`src/rtl/mdr_mem_port.sv`:
```
// Memory data register: loads from the internal bus or runs a byte/half/word read/write against a ready-based memory.
// Latency: request registered on the accept edge; completion (Q update, Done) on the edge that samples mem_ready=1.
// Backpressure: waits indefinitely on mem_ready unless TIMEOUT_CYCLES>0, then aborts with Error; Read/Write/MDRin ignored while busy.
module mdr_mem_port #(
    parameter  int DATA_WIDTH     = 32,
    parameter  int TIMEOUT_CYCLES = 15,
    localparam int OFF_W          = $clog2(DATA_WIDTH / 8)
) (
    input  logic                    Clock,
    input  logic                    Clear,
    input  logic                    MDRin,
    input  logic                    Read,
    input  logic                    Write,
    input  logic [1:0]              Size,
    input  logic                    Unsigned,
    input  logic [OFF_W-1:0]        ByteOffset,
    input  logic [DATA_WIDTH-1:0]   BusMuxOut,
    output logic [DATA_WIDTH-1:0]   Q,
    input  logic [DATA_WIDTH-1:0]   mem_rdata,
    input  logic                    mem_ready,
    output logic                    mem_req,
    output logic                    mem_we,
    output logic [DATA_WIDTH-1:0]   mem_wdata,
    output logic [DATA_WIDTH/8-1:0] mem_be,
    output logic                    Busy,
    output logic                    Done,
    output logic                    Error
);

    localparam int NB = DATA_WIDTH / 8;
    localparam int TW = (TIMEOUT_CYCLES > 0) ? $clog2(TIMEOUT_CYCLES + 1) : 1;
    localparam logic [TW-1:0] TO_VAL = TW'(TIMEOUT_CYCLES);

    typedef enum logic [1:0] {IDLE, RD_WAIT, WR_WAIT} state_t;

    state_t                  state_q, state_d;
    logic [DATA_WIDTH-1:0]   q_q, q_d;
    logic                    req_q, req_d;
    logic                    we_q, we_d;
    logic [DATA_WIDTH-1:0]   wdata_q, wdata_d;
    logic [NB-1:0]           be_q, be_d;
    logic                    busy_q, busy_d;
    logic                    done_q, done_d;
    logic                    err_q, err_d;
    logic [TW-1:0]           timer_q, timer_d;
    logic [1:0]              size_q, size_d;
    logic                    uns_q, uns_d;
    logic [OFF_W-1:0]        off_q, off_d;

    logic [NB-1:0]           lane_mask;
    logic [DATA_WIDTH-1:0]   store_dat;
    logic                    bad_req;
    logic [DATA_WIDTH-1:0]   rd_shift;
    logic [DATA_WIDTH-1:0]   load_dat;
    logic [TW-1:0]           timer_inc;

    // Issue-side decode: lane mask, aligned store data and alignment check from live inputs
    always_comb begin
        lane_mask = '0;
        store_dat = '0;
        bad_req   = 1'b0;
        case (Size)
            2'b00: begin
                lane_mask = NB'(1) << ByteOffset;
                store_dat = DATA_WIDTH'(q_q[7:0]) << {ByteOffset, 3'b000};
                bad_req   = (int'(ByteOffset) >= NB);
            end
            2'b01: begin
                lane_mask = NB'(3) << ByteOffset;
                store_dat = DATA_WIDTH'(q_q[15:0]) << {ByteOffset, 3'b000};
                bad_req   = ByteOffset[0] || (int'(ByteOffset) + 2 > NB);
            end
            2'b10: begin
                lane_mask = '1;
                store_dat = q_q;
                bad_req   = (ByteOffset != '0);
            end
            default: bad_req = 1'b1;
        endcase
    end

    // Load-side extract: shift the addressed lane down and extend it using the attributes captured at issue
    always_comb begin
        rd_shift = mem_rdata >> {off_q, 3'b000};
        case (size_q)
            2'b00:   load_dat = uns_q ? DATA_WIDTH'(rd_shift[7:0])
                                      : {{(DATA_WIDTH-8){rd_shift[7]}}, rd_shift[7:0]};
            2'b01:   load_dat = uns_q ? DATA_WIDTH'(rd_shift[15:0])
                                      : {{(DATA_WIDTH-16){rd_shift[15]}}, rd_shift[15:0]};
            default: load_dat = mem_rdata;
        endcase
    end

    // Next-state and registered-output logic
    always_comb begin
        state_d   = state_q;
        q_d       = q_q;
        req_d     = req_q;
        we_d      = we_q;
        wdata_d   = wdata_q;
        be_d      = be_q;
        busy_d    = busy_q;
        done_d    = 1'b0;
        err_d     = err_q;
        timer_d   = timer_q;
        size_d    = size_q;
        uns_d     = uns_q;
        off_d     = off_q;
        timer_inc = timer_q + TW'(1);
        case (state_q)
            IDLE: begin
                if (Read && Write) begin
                    err_d  = 1'b1;
                    done_d = 1'b1;
                end else if ((Read || Write) && bad_req) begin
                    err_d  = 1'b1;
                    done_d = 1'b1;
                end else if (Read || Write) begin
                    req_d   = 1'b1;
                    we_d    = Write;
                    be_d    = lane_mask;
                    wdata_d = Write ? store_dat : '0;
                    err_d   = 1'b0;
                    busy_d  = 1'b1;
                    timer_d = '0;
                    size_d  = Size;
                    uns_d   = Unsigned;
                    off_d   = ByteOffset;
                    state_d = Write ? WR_WAIT : RD_WAIT;
                end else if (MDRin) begin
                    q_d = BusMuxOut;
                end
            end
            RD_WAIT, WR_WAIT: begin
                if (mem_ready || (TIMEOUT_CYCLES > 0 && timer_inc == TO_VAL)) begin
                    if (mem_ready && state_q == RD_WAIT) begin
                        q_d = load_dat;
                    end
                    if (!mem_ready) begin
                        err_d = 1'b1;
                    end
                    req_d   = 1'b0;
                    be_d    = '0;
                    busy_d  = 1'b0;
                    done_d  = 1'b1;
                    state_d = IDLE;
                end else begin
                    timer_d = timer_inc;
                end
            end
            default: state_d = IDLE;
        endcase
    end

    // State register; asynchronous clear aborts any pending request immediately
    always_ff @(posedge Clock or negedge Clear) begin
        if (!Clear) begin
            state_q <= IDLE;
            q_q     <= '0;
            req_q   <= 1'b0;
            we_q    <= 1'b0;
            wdata_q <= '0;
            be_q    <= '0;
            busy_q  <= 1'b0;
            done_q  <= 1'b0;
            err_q   <= 1'b0;
            timer_q <= '0;
            size_q  <= '0;
            uns_q   <= 1'b0;
            off_q   <= '0;
        end else begin
            state_q <= state_d;
            q_q     <= q_d;
            req_q   <= req_d;
            we_q    <= we_d;
            wdata_q <= wdata_d;
            be_q    <= be_d;
            busy_q  <= busy_d;
            done_q  <= done_d;
            err_q   <= err_d;
            timer_q <= timer_d;
            size_q  <= size_d;
            uns_q   <= uns_d;
            off_q   <= off_d;
        end
    end

    assign Q         = q_q;
    assign mem_req   = req_q;
    assign mem_we    = we_q;
    assign mem_wdata = wdata_q;
    assign mem_be    = be_q;
    assign Busy      = busy_q;
    assign Done      = done_q;
    assign Error     = err_q;

endmodule

```
`config.mk`:
```
export PLATFORM = sky130hd
export DESIGN_NAME = mdr_mem_port
export DESIGN_NICKNAME = d
export VERILOG_FILES = /design/src/rtl/mdr_mem_port.sv
export SDC_FILE = /design/constraint.sdc
export NUM_CORES = 1
export LEC_CHECK = 0
export ABC_AREA = 1
export ABC_CLOCK_PERIOD_IN_PS = 2000
export CORE_MARGIN = 2
export CORE_UTILIZATION = 48
export DETAILED_ROUTE_END_ITERATION = 7
export HOLD_SLACK_MARGIN = 0.06
export PLACE_DENSITY = 0.81
export SLEW_MARGIN = 25
export SYNTH_ARGS = -nofsm -noshare
export SYNTH_HDL_FRONTEND = slang
export SYNTH_SLANG_ARGS = --single-unit
```
`constraint.sdc`:
```
create_clock -name Clock -period 2 [get_ports Clock]
set_input_delay 0.2 -clock Clock [delete_from_list [all_inputs] [get_ports Clock]]
set_output_delay 0.2 -clock Clock [all_outputs]
set_load 0.005 [all_outputs]
```
==> impl_results.md <==
- Outcome: completed
- Gp weighted congestion: 0.950
- Max Slew Vio Count: 0
- Final Routed Wirelength: 16900 microns
- Worst min path class: input port to async pin
- Most frequent cell after synthesis: nand2_1
- Crit path arrival time: 2.09 ns
- Post-DP Area: 6720 sq um
- Share of the yosys chip area belonging to registers: 41.1%
- Inst Count DP: 1018
- GRT Overall Usage: 30.6%
- CP top delay family: simple AND/OR/NAND/NOR gates
- Routed vias/inst: 5.39
- Yosys warns: 0
- Final nets: 974
- Setup bufs post-CTS: 0
- CTS tree: built
- Req. time, crit path: 2.26 ns
- Drt wl/cell: 16.3 microns
- Worst path depth: 8
- Rows: 37
- Longest Clk Path Bufs: 2
- Dominant synthesized flop cell: dfrtp_1
- Dpl ws: 0.00840 ns
- Most common library cells after synthesis: 282 x nand2_1, 83 x dfrtp_1, 80 x nand3_1, 58 x nor2_1, 48 x inv_1
- Detail Placement HPWL: 12900 microns
- Post-Syn Nets: 831
- Max incr delay on CP: 0.38 ns
- Area leader, netlist: dfrtp_1
- Die Width: 107 microns
- Fin crit share: 91.7%
- Post-synth EDFFs: 0
- Crit path buffers/inverters: 3
- Slew @ Worst Pin: 0.566 ns
- Setup crit start kind: flip-flop
- Critical path class: flip-flop to flip-flop
- Final setup viols: 0
- Antenna cells: 0
- Core Area: 10300 sq um
- CP dominant cell by count: nand2_1
- Critical Path Slowest Stage Cell: dfrtp_1
- Crit path max fanout: 39
- Vias: 5578
- Leakage power total: 3.36 nW
- Final WS setup: 0.167 ns
- CTS buffer count: 9
- Async SR Flop Fraction: 100%
- Ports: 148
- Clock transition at path regs: 0.10 ns
- Initial DRC Count: 461
- CTS Root Cell: clkbuf_8
- Clock Latency Late Sink: 0.36 ns
- Max-cap violations: 0
- Post-route ant nets: 0
- Synth top area share: 41.1%
- Buffers added on ports: 147
- PwrDens: 1480 nW/um^2
- Vias in the first global route: 5413
- Synth-to-layout area growth: 37.3%
- Post-synthesis cell type count: 29
- Starting density of the core: 49.2%
- Post-Layout Cell Count: 1034
- Residual DRC count: 0
- H-tree depth: 3
- Pin count of the biggest net entering global routing: 67
- Count of final hold-check violations: 0
- Fraction of layout cells with a size suffix above 1: 6.46%
- First-pass GRT wire length: 27400 microns
- Slew HR: 62.0%
- Final clock skew: 0.0195 ns
- VDD IR max: 0.000757 V
- Cells on worst reg2reg path: 8
- Worst setup EP type: flip-flop
- Max Fclk: 545 MHz
- Unrepaired setup endpoints after global routing: false
- Initial DRT Pass Iterations: 5
- Syn Area/Cell: 6.73 sq um
- Synth area leaders: dfrtp_1 41%, nand2_1 21%, nand3_1 7.9%
- Synthesized area: 5050 sq um
- Die area: 11400 sq um
- Grt total ovfl: 0
- Tot Pwr: 10.3 mW
- Initial antenna violation count: 0
- #FFs+latches synth: 83
- Setup TNS: 0 ns
- Fin crit period: 1.83 ns
- Design area: 6940 sq um
- Crit path cell chain: inv_1 > ha_1 > inv_2 > buf_6 > nor2_1 > nand2_1 > nand3_1 > nand2_1
- Die H: 107 microns
- Syn Inst Count: 751
- CTS sink count: 83
-- logic make-up (layout without fill, tap and decap cells) --
logic type | after synthesis | count (layout) | synth area share, %
AND/OR/NAND/NOR | 439 | 439 | 36.0
AO/OA/AOI/OAI | 127 | 127 | 13.9
adder cells (fa/ha/maj) | 5 | 5 | 1.24
buffers and inverters | 97 | 244 | 7.77
flip-flops | 83 | 83 | 41.1
-- layer usage --
layer  track usage [%]  share of wire [%]  up-vias
li1                  -                  -     2713
met1              43.7                 44     2578
met2              48.0                 46      262
met3              5.17                7.6       25
met4              8.72                2.2        0
met5                 0                  0        -
-- cell type report --
class	count	area, sq um
tap	136	170
inverter	55	214
fill	914	3340
multi-input combinational	571	2590
sequential	83	2080
clock buffer	10	138
clock inverter	5	62.6
timing repair buffer	174	1690
-- layout by cell type, fill, tap and decap left out, types with 3 or more instances in the layout --
master           instances
o21ai_0                 47
nand2_1                281
nor2_4                   3
ha_1                     5
dfrtp_1                 83
nand4_1                  3
nor2_2                   3
nand3_1                 80
buf_4                   25
o21ai_1                  9
a21oi_1                 41
o31ai_1                  8
clkbuf_8                10
a21boi_0                 9
clkdlybuf4s50_1        146
inv_1                   48
clkinv_1                 3
or2_2                    3
o211ai_1                 4
o22ai_1                  8
nor2_1                  58
-- registers in the layout (all words and copies together) (netlist names) --
name       flops
Error          1
uns_q          1
timer_q        4
Done           1
off_q          2
Q             32
state_q        2
Busy           1
mem_we         1
mem_wdata     32
mem_be         4
size_q         2
-- power breakdown --
| group | switching (mW) | internal [mW] |
|---|---|---|
| Clock | 0.635 | 0.611 |
| Sequential | 0.662 | 2.40 |
| Combinational | 3.36 | 2.62 |
| Total | 4.66 | 5.63 |
-- worst paths after layout --
| check | start | slack [ns] | end |
|---|---|---|---|
| min in group Clock | BusMuxOut[6] | 0.47 | Q[6] |
| worst max register to register | state_q[1] | 0.17 | timer_q[3] |
| worst min register to register | Error | 0.48 | Error |
| worst max-delay path | state_q[1] | 0.17 | timer_q[3] |
| worst min-delay path | Clear | 0.26 | mem_wdata[17] |
| max in group asynchronous | Clear | 1.10 | mem_wdata[28] |
-- worst register-to-register path, stage by stage, from the launching register on --
cell     delay (ns)
dfrtp_1        0.38
inv_1          0.07
ha_1           0.35
inv_2          0.06
buf_6          0.19
nor2_1         0.33
nand2_1        0.19
nand3_1        0.11
nand2_1        0.06
-- stage by stage --
step | utilization [%] | hold slack [ns]
2_1_floorplan | - | -0.0956
3_3_place_gp | 65.3 | 0.0863
3_5_place_dp | 65.3 | 0.0934
4_1_cts | 67.4 | 0.256
5_1_grt | 67.5 | 0.278
6_report | 67.5 | 0.263
-- timing repair --
| item | 4_1_cts | 5_1_grt |
|---|---|---|
| hold buffers | 1 | 0 |
| endpoints found under the setup margin | 1 | 30 |
| gates resized for setup | 1 | 5 |
| hold endpoints to repair | 17 | 0 |
| pin swaps | 0 | 1 |
(Power assumes the default switching activity.)
